### src/rtl/cs_pkg.sv
// cs_pkg: shared definitions for the competitive-selection window filter.
//   - clog2(): ceiling log2, used to size SUM, the fill counter and the max tree.
//   - CS_MODE_*: output-select encodings; 3 behaves like CS_MODE_CS.
//   - CS_DEF_*: default DW / N / SHIFT / OW parameter values.
package cs_pkg;

    localparam int CS_DEF_DW    = 8;
    localparam int CS_DEF_N     = 9;
    localparam int CS_DEF_SHIFT = 3;
    localparam int CS_DEF_OW    = 10;

    localparam logic [1:0] CS_MODE_CS    = 2'd0;
    localparam logic [1:0] CS_MODE_AVG   = 2'd1;
    localparam logic [1:0] CS_MODE_XAPPR = 2'd2;

    // Ceiling log2; clog2(1) = 0.
    function automatic int clog2(input int value);
        int res;
        int v;
        res = 0;
        v   = value - 1;
        while (v > 0) begin
            res++;
            v = v >> 1;
        end
        return res;
    endfunction

endpackage

### src/rtl/cs_max_le.sv
// cs_max_le: combinational reduction tree returning the largest flagged value.
//   val_i  in  N x DW  candidate values
//   le_i   in  N       per-value select flags
//   any_o  out 1       OR of all flags
//   max_o  out DW      max of values whose flag is set (0 when no flag is set)
// The tree is stored heap-style: node k combines children 2k and 2k+1, leaves
// start at index P (N rounded up to a power of two); padding leaves are empty.
module cs_max_le
    import cs_pkg::*;
#(
    parameter int DW = CS_DEF_DW,
    parameter int N  = CS_DEF_N
) (
    input  logic [DW-1:0] val_i [N],
    input  logic [N-1:0]  le_i,
    output logic          any_o,
    output logic [DW-1:0] max_o
);

    localparam int P = 1 << clog2(N);

    logic [DW-1:0] node_val [1:2*P-1];
    logic          node_flg [1:2*P-1];

    always_comb begin
        // NOTE: every variable gets a default before any conditional write, so
        // no path leaves a value unassigned and no latch is inferred.
        for (int k = 1; k < 2 * P; k++) begin
            node_val[k] = '0;
            node_flg[k] = 1'b0;
        end

        for (int i = 0; i < N; i++) begin
            node_flg[P + i] = le_i[i];
            node_val[P + i] = le_i[i] ? val_i[i] : '0;
        end

        // Children always have larger indices, so walking downward sees them first.
        for (int k = P - 1; k >= 1; k--) begin
            node_flg[k] = node_flg[2 * k] | node_flg[2 * k + 1];
            if (node_flg[2 * k] && node_flg[2 * k + 1]) begin
                node_val[k] = (node_val[2 * k] >= node_val[2 * k + 1]) ?
                              node_val[2 * k] : node_val[2 * k + 1];
            end else if (node_flg[2 * k]) begin
                node_val[k] = node_val[2 * k];
            end else if (node_flg[2 * k + 1]) begin
                node_val[k] = node_val[2 * k + 1];
            end else begin
                node_val[k] = '0;
            end
        end

        any_o = node_flg[1];
        max_o = node_val[1];
    end

endmodule

### src/rtl/cs_window_filter.sv
// cs_window_filter: sliding-window competitive-selection filter.
//   clk        in   1   rising-edge clock
//   reset      in   1   synchronous active-low reset
//   clr        in   1   synchronous clear of window, SUM, count and pipeline
//   in_valid   in   1   accept X this cycle
//   X          in   DW  unsigned sample
//   mode       in   2   0/3 = (SUM + N*XAPPR) >> SHIFT, 1 = AVG, 2 = XAPPR
//   out_valid  out  1   one-cycle pulse per result, 2 clk after acceptance
//   Y          out  OW  result, saturated to 2^OW-1
//   win_full   out  1   N samples accepted since last reset/clr
// Stage 0 shifts the window and updates SUM/count. Stage 1 snapshots the
// window with AVG and the per-sample <=AVG flags. Stage 2 reduces to XAPPR
// and registers Y.
module cs_window_filter
    import cs_pkg::*;
#(
    parameter int DW    = CS_DEF_DW,
    parameter int N     = CS_DEF_N,
    parameter int SHIFT = CS_DEF_SHIFT,
    parameter int OW    = CS_DEF_OW
) (
    input  logic          clk,
    input  logic          reset,
    input  logic          clr,
    input  logic          in_valid,
    input  logic [DW-1:0] X,
    input  logic [1:0]    mode,
    output logic          out_valid,
    output logic [OW-1:0] Y,
    output logic          win_full
);

    localparam int SW = DW + clog2(N);          // SUM width
    localparam int TW = SW + 1;                 // SUM + N*XAPPR cannot wrap
    localparam int CW = clog2(N + 1);           // fill count holds 0..N
    localparam int MW = (TW > OW) ? TW : OW;    // common width for saturation
    localparam logic [CW-1:0] N_CNT   = CW'(N);
    localparam logic [CW-1:0] N_CNT_1 = CW'(N - 1);
    localparam logic [MW-1:0] Y_MAX   = MW'({OW{1'b1}});

    // Stage 0: window, running sum, fill count
    logic [DW-1:0] win_q [N];
    logic [DW-1:0] win_d [N];
    logic [SW-1:0] sum_q, sum_d;
    logic [CW-1:0] cnt_q, cnt_d;
    logic          s0_valid_q, s0_valid_d;
    logic [1:0]    s0_mode_q, s0_mode_d;

    // Stage 1: snapshot of the window that produced this result
    logic          s1_valid_q, s1_valid_d;
    logic [1:0]    s1_mode_q, s1_mode_d;
    logic [SW-1:0] s1_sum_q, s1_sum_d;
    logic [SW-1:0] s1_avg_q, s1_avg_d;
    logic [DW-1:0] s1_win_q [N];
    logic [DW-1:0] s1_win_d [N];
    logic [N-1:0]  s1_le_q, s1_le_d;

    // Stage 2: outputs
    logic          out_valid_q, out_valid_d;
    logic [OW-1:0] y_q, y_d;

    // Combinational helpers
    logic [SW-1:0] avg_now;
    logic          any_le;
    logic [DW-1:0] max_le;
    logic [DW-1:0] xappr;
    logic [TW-1:0] cs_term;
    logic [TW-1:0] cs_shift;
    logic [MW-1:0] y_sel;
    logic [MW-1:0] y_sat;

    cs_max_le #(
        .DW (DW),
        .N  (N)
    ) u_max_le (
        .val_i (s1_win_q),
        .le_i  (s1_le_q),
        .any_o (any_le),
        .max_o (max_le)
    );

    // Stage 0 next state
    always_comb begin
        win_d      = win_q;
        sum_d      = sum_q;
        cnt_d      = cnt_q;
        s0_valid_d = 1'b0;
        s0_mode_d  = s0_mode_q;

        if (clr) begin
            for (int i = 0; i < N; i++) win_d[i] = '0;
            sum_d     = '0;
            cnt_d     = '0;
            s0_mode_d = '0;
        end else if (in_valid) begin
            win_d[0] = X;
            for (int i = 1; i < N; i++) win_d[i] = win_q[i - 1];
            // Until the window is full the departing slot is still 0.
            sum_d      = sum_q - SW'(win_q[N - 1]) + SW'(X);
            cnt_d      = (cnt_q == N_CNT) ? cnt_q : cnt_q + 1'b1;
            // Produce a result only once this sample completes (or follows) a full window.
            s0_valid_d = (cnt_q == N_CNT) || (cnt_q == N_CNT_1);
            s0_mode_d  = mode;
        end
    end

    // Stage 1 next state: AVG from the updated SUM, flags against that AVG
    always_comb begin
        avg_now    = sum_q / SW'(N);
        s1_valid_d = s0_valid_q;
        s1_mode_d  = s0_mode_q;
        s1_sum_d   = sum_q;
        s1_avg_d   = avg_now;
        s1_win_d   = win_q;
        for (int i = 0; i < N; i++) begin
            s1_le_d[i] = (SW'(win_q[i]) <= avg_now);
        end

        if (clr) begin
            s1_valid_d = 1'b0;
            s1_mode_d  = '0;
            s1_sum_d   = '0;
            s1_avg_d   = '0;
            for (int i = 0; i < N; i++) s1_win_d[i] = '0;
            s1_le_d    = '0;
        end
    end

    // Stage 2 next state: XAPPR, mode select, saturation
    always_comb begin
        // The window minimum is always <= AVG, so any_le is set for real results.
        xappr    = any_le ? max_le : '0;
        cs_term  = {1'b0, s1_sum_q} + TW'(N) * TW'(xappr);
        cs_shift = cs_term >> SHIFT;

        case (s1_mode_q)
            CS_MODE_AVG:   y_sel = MW'(s1_avg_q);
            CS_MODE_XAPPR: y_sel = MW'(xappr);
            default:       y_sel = MW'(cs_shift);
        endcase
        y_sat = (y_sel > Y_MAX) ? Y_MAX : y_sel;

        out_valid_d = s1_valid_q;
        y_d         = s1_valid_q ? OW'(y_sat) : y_q;

        if (clr) begin
            out_valid_d = 1'b0;
            y_d         = '0;
        end
    end

    always_ff @(posedge clk) begin
        if (!reset) begin
            // NOTE: the window and its stage-1 snapshot are flops, not RAM, and
            // SUM relies on empty slots reading 0, so they are cleared on reset.
            for (int i = 0; i < N; i++) begin
                win_q[i]    <= '0;
                s1_win_q[i] <= '0;
            end
            sum_q       <= '0;
            cnt_q       <= '0;
            s0_valid_q  <= 1'b0;
            s0_mode_q   <= '0;
            s1_valid_q  <= 1'b0;
            s1_mode_q   <= '0;
            s1_sum_q    <= '0;
            s1_avg_q    <= '0;
            s1_le_q     <= '0;
            out_valid_q <= 1'b0;
            y_q         <= '0;
        end else begin
            // NOTE: non-blocking assignments make every flop sample pre-edge
            // values, so stage 1 sees the old window while stage 0 shifts it.
            win_q       <= win_d;
            s1_win_q    <= s1_win_d;
            sum_q       <= sum_d;
            cnt_q       <= cnt_d;
            s0_valid_q  <= s0_valid_d;
            s0_mode_q   <= s0_mode_d;
            s1_valid_q  <= s1_valid_d;
            s1_mode_q   <= s1_mode_d;
            s1_sum_q    <= s1_sum_d;
            s1_avg_q    <= s1_avg_d;
            s1_le_q     <= s1_le_d;
            out_valid_q <= out_valid_d;
            y_q         <= y_d;
        end
    end

    assign out_valid = out_valid_q;
    assign Y         = y_q;
    assign win_full  = (cnt_q == N_CNT);

endmodule
### config.mk
export PLATFORM = sky130hd
export DESIGN_NAME = cs_window_filter
export DESIGN_NICKNAME = d
export VERILOG_FILES = /design/src/rtl/cs_pkg.sv /design/src/rtl/cs_max_le.sv /design/src/rtl/cs_window_filter.sv
export SDC_FILE = /design/constraint.sdc
export NUM_CORES = 1
export LEC_CHECK = 0
export ABC_AREA = 0
export BUFFER_PORTS_ARGS = -buffer_cell sky130_fd_sc_hd__clkbuf_2
export CORE_ASPECT_RATIO = 1.4
export CORE_MARGIN = 4
export CORE_UTILIZATION = 45
export DETAILED_ROUTE_END_ITERATION = 10
export PLACE_DENSITY = 0.58
export SYNTH_ARGS = -nofsm -noshare
export SYNTH_HDL_FRONTEND = slang
export SYNTH_HIERARCHICAL = 1
export SYNTH_SLANG_ARGS = --single-unit
### constraint.sdc
create_clock -name clk -period 12.6 [get_ports clk]
set_input_delay 2.52 -clock clk [delete_from_list [all_inputs] [get_ports clk]]
set_output_delay 2.52 -clock clk [all_outputs]
set_load 0.02 [all_outputs]
; ---- Word level (Yosys, flattened, before mapping)
; Index checks and enable logic that the tools add are counted.
[op_classes]
reduce_logical = 12
div = 1
n_eq_ne = 4
multipliers = 1
magnitude_cmp = 18
muxes = 44
add_sub_neg = 4
bitwise_logic = 11
[op_table]
columns = cell, count
row1 = 8-bit two-way mux, 42
row2 = 8-bit by 12-bit less-or-equal comparator with 1-bit output, 9
row3 = 8-bit >= comparator, 8
row4 = 12-bit case mux with 2 select lines, 1
row5 = 12-bit by 12-bit adder with 13-bit output, 1
row6 = 12-bit by 8-bit adder with 12-bit output, 1
row7 = 12-bit by 4-bit divider with 12-bit output (second input constant), 1
row8 = 12-bit by 10-bit greater-than comparator with 1-bit output (second input constant), 1
row9 = 4-bit by 8-bit multiplier with 12-bit output (first input constant), 1
row10 = 12-bit by 8-bit subtractor with 12-bit output, 1
row11 = 10-bit two-way mux, 1
row12 = 4-bit equality test (second input constant), 2
row13 = 1-bit logical AND, 8
row14 = 1-bit bitwise OR, 8
row15 = 4-bit by 1-bit adder with 4-bit output (second input constant), 1
row16 = 1-bit inverter, 3
row17 = 3-bit OR reduction, 1
row18 = 2-bit by 1-bit equality test with 1-bit output (second input constant), 1
row19 = 2-bit equality test (second input constant), 1
row20 = 2-bit AND reduction, 1
row21 = 2-bit OR reduction, 1
row22 = 1-bit logical OR, 1
[totals]
out_inout_bits = 12
word_cells = 124
inputBits = 14
regBits = 210

; ---- Logic depth before layout (Yosys ltp)
; Gate-level depths: netlist (run 1).
[logic_depth]
depth_word = 19
depth_mapped = 57
depth_no_buf = 54

; ---- Hierarchy
; The synthesis (run 1) kept the hierarchy.
[by_module_without_submodules]
columns = mod, seq_area_each_um2, instances, area_each_um2, cells_per_inst
row1 = cs_window_filter, 4144.0, 1, 11707.5, 1303
row2 = cs_max_le, 0.0, 1, 2901.5, 410

; ---- Worst setup path after synthesis (run 1)
; Ideal clock, no wire load.
[synth_timing]
kind = reg-to-reg
from = register s1_le_q[5]
to = register y_q[8], in the netlist Y[8]
path_slack_ps = 2551
required_ps = 12514
path_buffers = 2
stages_incl_launch_ff = 55
t_arrival_ps = 9964
setup_ps = 86
synth_period_minus_slack_ps = 10049
cell_sequence = dfxtp_1 clkbuf_1 and2_1 ha_1 nand2b_4 a2111oi_4 o21ai_0 a31oi_1 a22o_1 ha_1 a21o_1 a2111oi_0 o21ai_0 o21ai_0 inv_1 a32oi_1 inv_1 ha_1 [... 19 more ...] inv_1 fa_1 inv_1 ha_1 inv_1 o21bai_1 a21oi_1 o21bai_1 a21oi_1 nor2b_1 nor2_1 nor2b_1 nor2_1 nor2b_1 nor2_1 xnor2_1 a21oi_1 a211oi_1
[synth_between]
elab_chain_cells = 19
word_cells_on_any_way = 33
cone_classes = add/sub: 1 / mul: 1 / order compare: 5 / mux: 18 / bitwise: 4 / reduce/logical: 4
[synth_lines]
columns = item, line
row1 = from (decl), cs_window_filter.sv:56  ; logic [N-1:0] s1_le_q, s1_le_d;
row2 = from (signal assigned), cs_window_filter.sv:184  ; s1_le_q <= s1_le_d;
row3 = 8-bit two-way mux, cs_max_le.sv:35  ; node_val[P + i] = le_i[i] ? val_i[i] : '0;
row4 = 8-bit >= comparator or 8-bit two-way mux (tied branches), "cs_max_le.sv:42, cs_max_le.sv:46"
row5 = "8-bit two-way mux, on equally long branches", "cs_max_le.sv:42, cs_max_le.sv:44"
row6 = 8-bit two-way mux, cs_max_le.sv:41  ; if (node_flg[2 * k] && node_flg[2 * k + 1]) begin
row7 = 8-bit >= comparator, cs_max_le.sv:42  ; node_val[k] = (node_val[2 * k] >= node_val[2 * k + 1]) ?
row8 = 8-bit two-way mux, cs_max_le.sv:42
row9 = 8-bit two-way mux, cs_max_le.sv:41
row10 = 8-bit >= comparator or 8-bit two-way mux (tied branches), "cs_max_le.sv:42, cs_max_le.sv:46"
row11 = [... 4 more ...], -
row12 = 8-bit two-way mux (*), cs_max_le.sv:41
row13 = named net max_le[1], cs_window_filter.sv:65  ; logic [DW-1:0] max_le;
row14 = 8-bit two-way mux (*), cs_window_filter.sv:132  ; xappr = any_le ? max_le : '0;
row15 = 4-bit by 8-bit multiplier with 12-bit output, cs_window_filter.sv:133  ; cs_term = {1'b0, s1_sum_q} + TW'(N) * TW'(xappr);
row16 = 12-bit by 12-bit adder with 13-bit output, cs_window_filter.sv:133
row17 = 12-bit case mux with 2 select lines (*), cs_window_filter.sv:136  ; case (s1_mode_q)
row18 = 12-bit by 10-bit greater-than comparator with 1-bit output, cs_window_filter.sv:141  ; y_sat = (y_sel > Y_MAX) ? Y_MAX : y_sel;
row19 = 10-bit two-way mux (*), cs_window_filter.sv:141
row20 = to (signal assigned), cs_window_filter.sv:186  ; y_q <= y_d;
row21 = to (decl), cs_window_filter.sv:60  ; logic [OW-1:0] y_q, y_d;
; Mark *: on every way through the listed nets, which the timed path passes. The rest lies on a longest branch.
; A chain may end at the register's enable or synchronous reset.

; ---- Final worst setup path (run 1)
; Same ends and word-level chain as after synthesis.

==> results_tabular.tex, run 1 <==
\begin{tabular}{lr}
\hline
Metric & Value \\
\hline
\multicolumn{2}{l}{\textbf{Route}} \\
Drt first pass iters & 5 \\
DRC Markers & 0 \\
Wire length after detailed routing & 41,900 um \\
Via/cell ratio & 5.89 \\
Average routed wire per standard cell & $\sim$20 um \\
DRC violation total after the first TritonRoute iteration & just over 600 \\
Post-DRT Antenna Nets & 0 \\
Via count & 12,370 \\
\multicolumn{2}{l}{\textbf{Worst setup path}} \\
WP data arrival & 11.91 ns \\
Delay of the slowest critical-path stage & approximately 0.60 ns \\
Data required time of the critical path & 13.02 ns \\
Most prevalent standard cell on the critical path & ha\_1 \\
Nature of the critical path startpoint & flip-flop \\
Critical Path End Type & flip-flop \\
Slowest stage cell, crit path & dfxtp\_1 \\
Setup slack on the worst flop-to-flop path & 1.11 ns \\
Crit path kind & reg2reg \\
Maximum fanout along the worst path & 14 \\
\multicolumn{2}{l}{\textbf{STA}} \\
Setup slack of the critical path after layout & 1.11 ns \\
Slew at the pin with the worst max-slew slack & 1.10 ns \\
Final setup TNS & 0 ns \\
Final min period & 11.49 ns \\
Final Slew Violations & 0 \\
Final setup violating endpoints & 0 \\
Post-route clock period utilization & 91.2\% \\
Setup repair after global routing missed its margin & false \\
Max-Slew Margin vs Limit & 26.3\% \\
Endpoints failing hold & 0 \\
Fmax achieved & 0.0870 GHz \\
Clock skew & 0.0243 ns \\
\multicolumn{2}{l}{\textbf{Worst hold path}} \\
Kind of path behind the tightest hold check & reg2reg \\
\multicolumn{2}{l}{\textbf{GRT}} \\
Via count of the first global-routing pass & 12,452 \\
Total GRT Usage & 23.4\% \\
Maximum number of pins on one net before global-route repair & slightly below 80 \\
Overflow after GRT & 0 \\
Wire length of the first global-routing pass & 67,100 um \\
Antenna violations before repair & 0 \\
\multicolumn{2}{l}{\textbf{Floorplanning}} \\
Total core area & 0.0318 sq mm \\
Die W & 160 um \\
Initial Util & 46.0\% \\
Die ar. & between 0.03 and 0.04 sq mm \\
Die Span Y & 221 um \\
Count of pins on the block boundary & 26 \\
Total number of placement rows & 77 \\
\multicolumn{2}{l}{\textbf{Power and ir drop}} \\
Cell Pwr Density & 155 mW/mm\^{}2 \\
Maximum resistive drop on vdd & 0.152 mV \\
Leakage power of the design & $\sim$7 nW \\
\multicolumn{2}{l}{\textbf{Clock tree}} \\
Setup Buffers After CTS & 0 \\
Insertion delay of the later-clocked pin in the worst-skew pair & $\sim$0.53 ns \\
Worst-case clock buffer depth & 3 \\
Cts bufs inserted & 23 \\
Register clock-pin slew on the reported worst setup and hold paths & about 0.060 ns \\
Htree depth & 1 \\
CTS Root Cell & clkbuf\_16 \\
Clock tree from TritonCTS & built \\
\# clock sinks & 207 \\
\multicolumn{2}{l}{\textbf{Finish}} \\
Fin area & 0.0157 sq mm \\
Diode count & 0 \\
Number of nets in the layout & approximately 1,900 \\
Fraction of final layout cells with drive strength greater than 1 & between 7 and 8\% \\
Area growth syn-to-layout & 7.62\% \\
\multicolumn{2}{l}{\textbf{Placed design}} \\
Pre-CTS setup slack & 0.869 ns \\
HPWL after detailed placement & 31,300 um \\
Post-DP Area & 0.0149 sq mm \\
Number of buffer cells added on primary ports & 25 \\
Global placer's final weighted congestion & 0.911 \\
\multicolumn{2}{l}{\textbf{Yosys}} \\
Leading cell type by number of instances after synthesis & dfxtp\_1 \\
Share of flip-flops with an asynchronous set or reset after synthesis & 0\% \\
Count of distinct cell types in the synthesized netlist & 103 \\
Sequential cell area fraction in the yosys report & 28.4\% \\
Ranking of synthesized cells by instance count & dfxtp\_1, nor2\_1, ha\_1, and2\_1, nand2\_1 \\
Average instance area after synthesis & between 8 and 9 sq um \\
Syn. warnings & 6 \\
Syn Std Cell Area & 0.0146 sq mm \\
Number of enable flip-flop cells after synthesis & 0 \\
Synthesis-stage register bit count & 207 \\
Dominant cell type by area after synthesis & dfxtp\_1 \\
Predominant post-synthesis flop cell & dfxtp\_1 \\
Net count after synthesis & 1,917 \\
Number of instances in the synthesized netlist & 1,713 \\
Share of the synthesized area in the top cell type & 28.4\% \\
Dominant cells by area after synthesis & dfxtp\_1, ha\_1, mux2i\_1, and2\_1, nor2\_1 \\
\multicolumn{2}{l}{\textbf{Outcome}} \\
Outcome & complete, no violations \\
\multicolumn{2}{l}{\textbf{Job}} \\
Number of maximum-capacitance constraint violations & 0 \\
\hline
\end{tabular}
## flip-flops by register name, summed over array words and instances (netlist names), 2 cells and up
signal / cells
s1_win_q: 72
win_q: 72
s1_sum_q: 12
sum_q: 12
Y: 10
s1_avg_q: 9
s1_le_q: 9
cnt_q: 4
s0_mode_q: 2
s1_mode_q: 2
## placed cells by master (no fill, tap or decap), types with 6 or more instances in the layout
cell / instances
clkbuf_16: 23
nand2_1: 104
nand2b_1: 26
xnor2_1: 20
buf_4: 8
nor2b_1: 26
fa_1: 13
o2111ai_1: 8
nand3_1: 46
ha_1: 177
and3_1: 14
nand4_1: 26
a211oi_1: 20
or3_1: 9
inv_1: 88
o21a_1: 22
a22oi_1: 21
a22o_1: 16
dfxtp_1: 205
or2_2: 6
a211o_1: 12
nor2_1: 190
a221oi_1: 8
a21oi_1: 71
a21o_1: 25
and2_1: 119
nor3_1: 21
clkbuf_2: 24
a31oi_1: 23
o211ai_1: 16
xor2_1: 8
o21ai_0: 66
mux2i_1: 84
o211a_1: 9
## through the flow
step                hold slack (ns)  std cells  power (mW)  util (%)
detailed placement            0.413       2058        1.75      47.0
CTS                           0.426       2099        2.45      49.4
global route                  0.450       2099        2.61      49.5
global placement              0.407       2058        1.72      47.0
finish                        0.425       2099        2.44      49.5
floorplan                     0.406       1713        1.49         -
## what timing repair did
| action | in CTS | in global routing |
|---|---|---|
| endpoints found under the setup margin | 0 | 4 |
| endpoints found under the hold margin | 0 | 0 |
| hold buffers | 0 | 0 |
| gates resized for setup | 0 | 5 |
## routing by layer
metal	global-route usage, %	share of wire, %	vias up	wire [um]
met5	0	0	-	0
met4	13.2	6.3	0	2660
met3	2.14	3.0	106	1260
met2	42.4	51	301	21300
met1	26.6	40	5873	16700
li1	-	-	6090	-
## cells by family (layout without fill, tap and decap cells)
group	after synthesis	after routing	share of synthesized area (%)
DFF	207	207	28.4
xor gates and xnor gates	28	28	1.68
buffers and inverters	173	164	4.90
muxes	91	91	6.41
adders and majority gates	190	190	16.9
and+or+nand+nor	625	625	21.8
AOI/OAI and AO/OA	399	399	19.9
## worst max-delay path, delay by kind of cell, from the launching register on
family                     cells  cell delay, ns
and+or+nand+nor               16            2.15
xor gates and xnor gates       1            0.13
DFF                            1            0.60
AOI/OAI and AO/OA             24            6.25
adders and majority gates      7            2.00
buffers and inverters          1            0.25
## area by class of cell
class	count	area, sq um
well taps	395	494
clock inverters	13	166
clock buffers	28	614
repair buffers	32	180
inverters	91	342
flip-flops and latches	207	4150
multi-input cells	1333	9780
fillers	3085	16100
## power by group
part	leakage (nW)	internal, mW	switching, mW	total, mW
sequential	1.67	0.667	0.0192	0.687
combinational	4.83	0.381	0.673	1.05
clock	0.379	0.412	0.284	0.696
## worst paths after layout
check / from / to / depth (start not counted)
worst max-delay path: s1_le_q[5]$_SDFF_PP0_ / Y[8]$_SDFFE_PP0P_ / 49
worst max register to register: s1_le_q[5]$_SDFF_PP0_ / Y[8]$_SDFFE_PP0P_ / 49
worst min register to register: s0_valid_q$_SDFF_PP0_ / s1_valid_q$_SDFF_PP0_ / 1
worst min-delay path: s0_valid_q$_SDFF_PP0_ / s1_valid_q$_SDFF_PP0_ / 1
Power figures use the tool's default switching activity.
==> run 2: changes to the inputs <==
MAX_ROUTING_LAYER = met4   (was unset)
==> results_tabular.tex, run 2 (synthesized netlist as in run 1, its figures left out) <==
\begin{tabular}{lr}
\hline
Metric & Value \\
\hline
\multicolumn{2}{l}{\textbf{Outcome}} \\
Outcome & complete, no violations \\
\multicolumn{2}{l}{\textbf{STA}} \\
Final Slew Violations & 0 \\
Post-route clock period utilization & between 90\% and 100\% \\
Final setup violating endpoints & 0 \\
Slew at the pin with the worst max-slew slack & 1.25 ns \\
Setup slack of the critical path after layout & 1.24 ns \\
Fmax achieved & 0.0880 GHz \\
Endpoints failing hold & 0 \\
Setup repair after global routing missed its margin & false \\
Final setup TNS & 0 ns \\
Max-Slew Margin vs Limit & between 15 and 20\% \\
Final min period & 11.36 ns \\
Clock skew & 0.0212 ns \\
Worst hold-check slack & 0.426 ns \\
\multicolumn{2}{l}{\textbf{Finish}} \\
Area growth syn-to-layout & 7.75\% \\
Number of nets in the layout & 1,891 \\
Diode count & 0 \\
Leading cell types in the layout, fill and taps excluded & dfxtp\_1, nor2\_1, ha\_1 \\
Largest regs & s1\_win\_q (72), win\_q (72) \\
Most common cell after layout, fill and taps aside & dfxtp\_1 \\
Fraction of final layout cells with drive strength greater than 1 & 7.28\% \\
\multicolumn{2}{l}{\textbf{GRT}} \\
Antenna violations before repair & 0 \\
Via count of the first global-routing pass & roughly 12,000 \\
Overflow after GRT & 0 \\
Maximum number of pins on one net before global-route repair & 77 \\
Total GRT Usage & 24.0\% \\
Wire length of the first global-routing pass & 67,200 um \\
\multicolumn{2}{l}{\textbf{Power and ir drop}} \\
Leakage power of the design & 6.90 nW \\
Cell Pwr Density & 156 mW/mm\^{}2 \\
Clock share of power & 29.5\% \\
Internal portion of total power & 1.48 mW \\
Switching part of the total & 39.8\% \\
Comb power frac & 42.6\% \\
Maximum resistive drop on vdd & between 0.15 and 0.2 mV \\
Net switching power & approximately 0.98 mW \\
Proportion of power drawn by flip-flops and latches & 28.0\% \\
\multicolumn{2}{l}{\textbf{Route}} \\
Wire length after detailed routing & 42,100 um \\
DRC Markers & 0 \\
Via/cell ratio & 5.90 \\
Via count & 12,382 \\
Drt first pass iters & 7 \\
DRC violation total after the first TritonRoute iteration & 612 \\
Average routed wire per standard cell & 20.1 um \\
Post-DRT Antenna Nets & 0 \\
\multicolumn{2}{l}{\textbf{Worst setup path}} \\
Slowest stage cell, crit path & dfxtp\_1 \\
Most prevalent standard cell on the critical path & ha\_1 \\
Delay of the slowest critical-path stage & 0.60 ns \\
WP data arrival & 11.80 ns \\
Setup slack on the worst flop-to-flop path & 1.24 ns \\
Crit path kind & reg2reg \\
Count of buffering cells on the critical path with inverters included & 5 \\
R2R Path Start & s1\_le\_q[6]\$\_SDFF\_PP0\_ \\
Maximum fanout along the worst path & 15 \\
Critical Path End Type & flip-flop \\
Reg2reg path depth & 53 \\
Crit Reg-Reg Endpoint & Y[8]\$\_SDFFE\_PP0P\_ \\
Data required time of the critical path & between 10 and 15 ns \\
Kind of cell adding the most delay to the critical path & compound AO/OA/AOI/OAI gates \\
Nature of the critical path startpoint & flip-flop \\
\multicolumn{2}{l}{\textbf{Floorplanning}} \\
Die ar. & about 0.035 sq mm \\
Die W & around 160 um \\
Initial Util & 46.0\% \\
Die Span Y & 221 um \\
Count of pins on the block boundary & 26 \\
Total core area & approximately 0.032 sq mm \\
Total number of placement rows & 77 \\
\multicolumn{2}{l}{\textbf{Clock tree}} \\
\# clock sinks & 207 \\
Cts bufs inserted & 23 \\
Htree depth & 1 \\
Number of buffers inserted by hold repair at cts & 0 \\
CTS Root Cell & clkbuf\_16 \\
Insertion delay of the later-clocked pin in the worst-skew pair & 0.54 ns \\
Register clock-pin slew on the reported worst setup and hold paths & 0.06 ns \\
Clock tree from TritonCTS & built \\
Worst-case clock buffer depth & 3 \\
\multicolumn{2}{l}{\textbf{Worst hold path}} \\
Hold path cells & 1 \\
Kind of path behind the tightest hold check & reg2reg \\
Hold Path Origin & s0\_valid\_q\$\_SDFF\_PP0\_ \\
Worst Hold Path EP & s1\_valid\_q\$\_SDFF\_PP0\_ \\
\multicolumn{2}{l}{\textbf{Placed design}} \\
Number of buffer cells added on primary ports & 25 \\
Pre-CTS setup slack & approximately 1.2 ns \\
Global placer's final weighted congestion & 0.919 \\
HPWL after detailed placement & 31,600 um \\
\multicolumn{2}{l}{\textbf{Job}} \\
Number of maximum-capacitance constraint violations & 0 \\
\hline
\end{tabular}
[run 2: worst register-to-register path: cells and delay by family (launching register included)]
kind / cells / cell delay [ns]
AOI/OAI and AO/OA: 24 / 5.30
xor gates and xnor gates: 1 / 0.14
adders and majority gates: 7 / 2.32
buffers and inverters: 5 / 0.55
DFF: 1 / 0.60
and+or+nand+nor: 16 / 2.35
[run 2: how the worst max path moves through the flow]
stage               cells past startpoint             startpoint  slack [ns]           endpoint
floorplan                              54  s1_le_q[5]$_SDFF_PP0_        2.55  Y[8]$_SDFFE_PP0P_
global placement                       52  s1_le_q[6]$_SDFF_PP0_        1.26  Y[8]$_SDFFE_PP0P_
detailed placement                     52  s1_le_q[6]$_SDFF_PP0_        1.16  Y[8]$_SDFFE_PP0P_
CTS                                    52  s1_le_q[6]$_SDFF_PP0_        1.13  Y[8]$_SDFFE_PP0P_
global route                           49  s1_le_q[5]$_SDFF_PP0_        0.24  Y[8]$_SDFFE_PP0P_
finish                                 53  s1_le_q[6]$_SDFF_PP0_        1.24  Y[8]$_SDFFE_PP0P_
[run 2: power groups by stage]
stage	clock network, mW	registers, mW	logic (mW)
final	0.723	0.686	1.05
after global routing	0.766	0.688	1.18
after CTS	0.742	0.686	1.04
after detailed placement	0	0.701	1.04
after global placement	0	0.701	1.03
after floorplan	0	0.687	0.800
[run 2: per-stage QoR]
stage	area [sq um]	std cells	power [mW]	util, %
2_1_floorplan	14600	1713	1.49	-
3_3_place_gp	14900	2057	1.73	46.9
3_5_place_dp	14900	2057	1.74	46.9
4_1_cts	15700	2099	2.47	49.5
5_1_grt	15700	2099	2.63	49.5
6_report	15700	2099	2.45	49.5
[run 2: final cells by class]
cell class | count | area, sq um
fillers | 3110 | 16100
multi-input cells | 1333 | 9770
flip-flops and latches | 207 | 4140
clock buffers | 28 | 644
well taps | 395 | 494
inverters | 91 | 342
repair buffers | 31 | 173
clock inverters | 14 | 171
[run 2: routing by layer]
layer  track usage (%)  routed length, um  up-vias  share of wire (%)
li1                  -                  -     6085                  -
met1              26.7              17000     5962                 40
met2              42.9              21700      253                 51
met3              2.35               1260       82                3.0
met4              11.6               2220        0                5.3
met5                 -                  0        -                  0
[run 2: what timing repair did]
item                                   in CTS  in global routing
resized for setup                           0                  1
endpoints found under the hold margin       0                  0
setup buffers                               0                  0
setup endpoints to repair                   0                  1
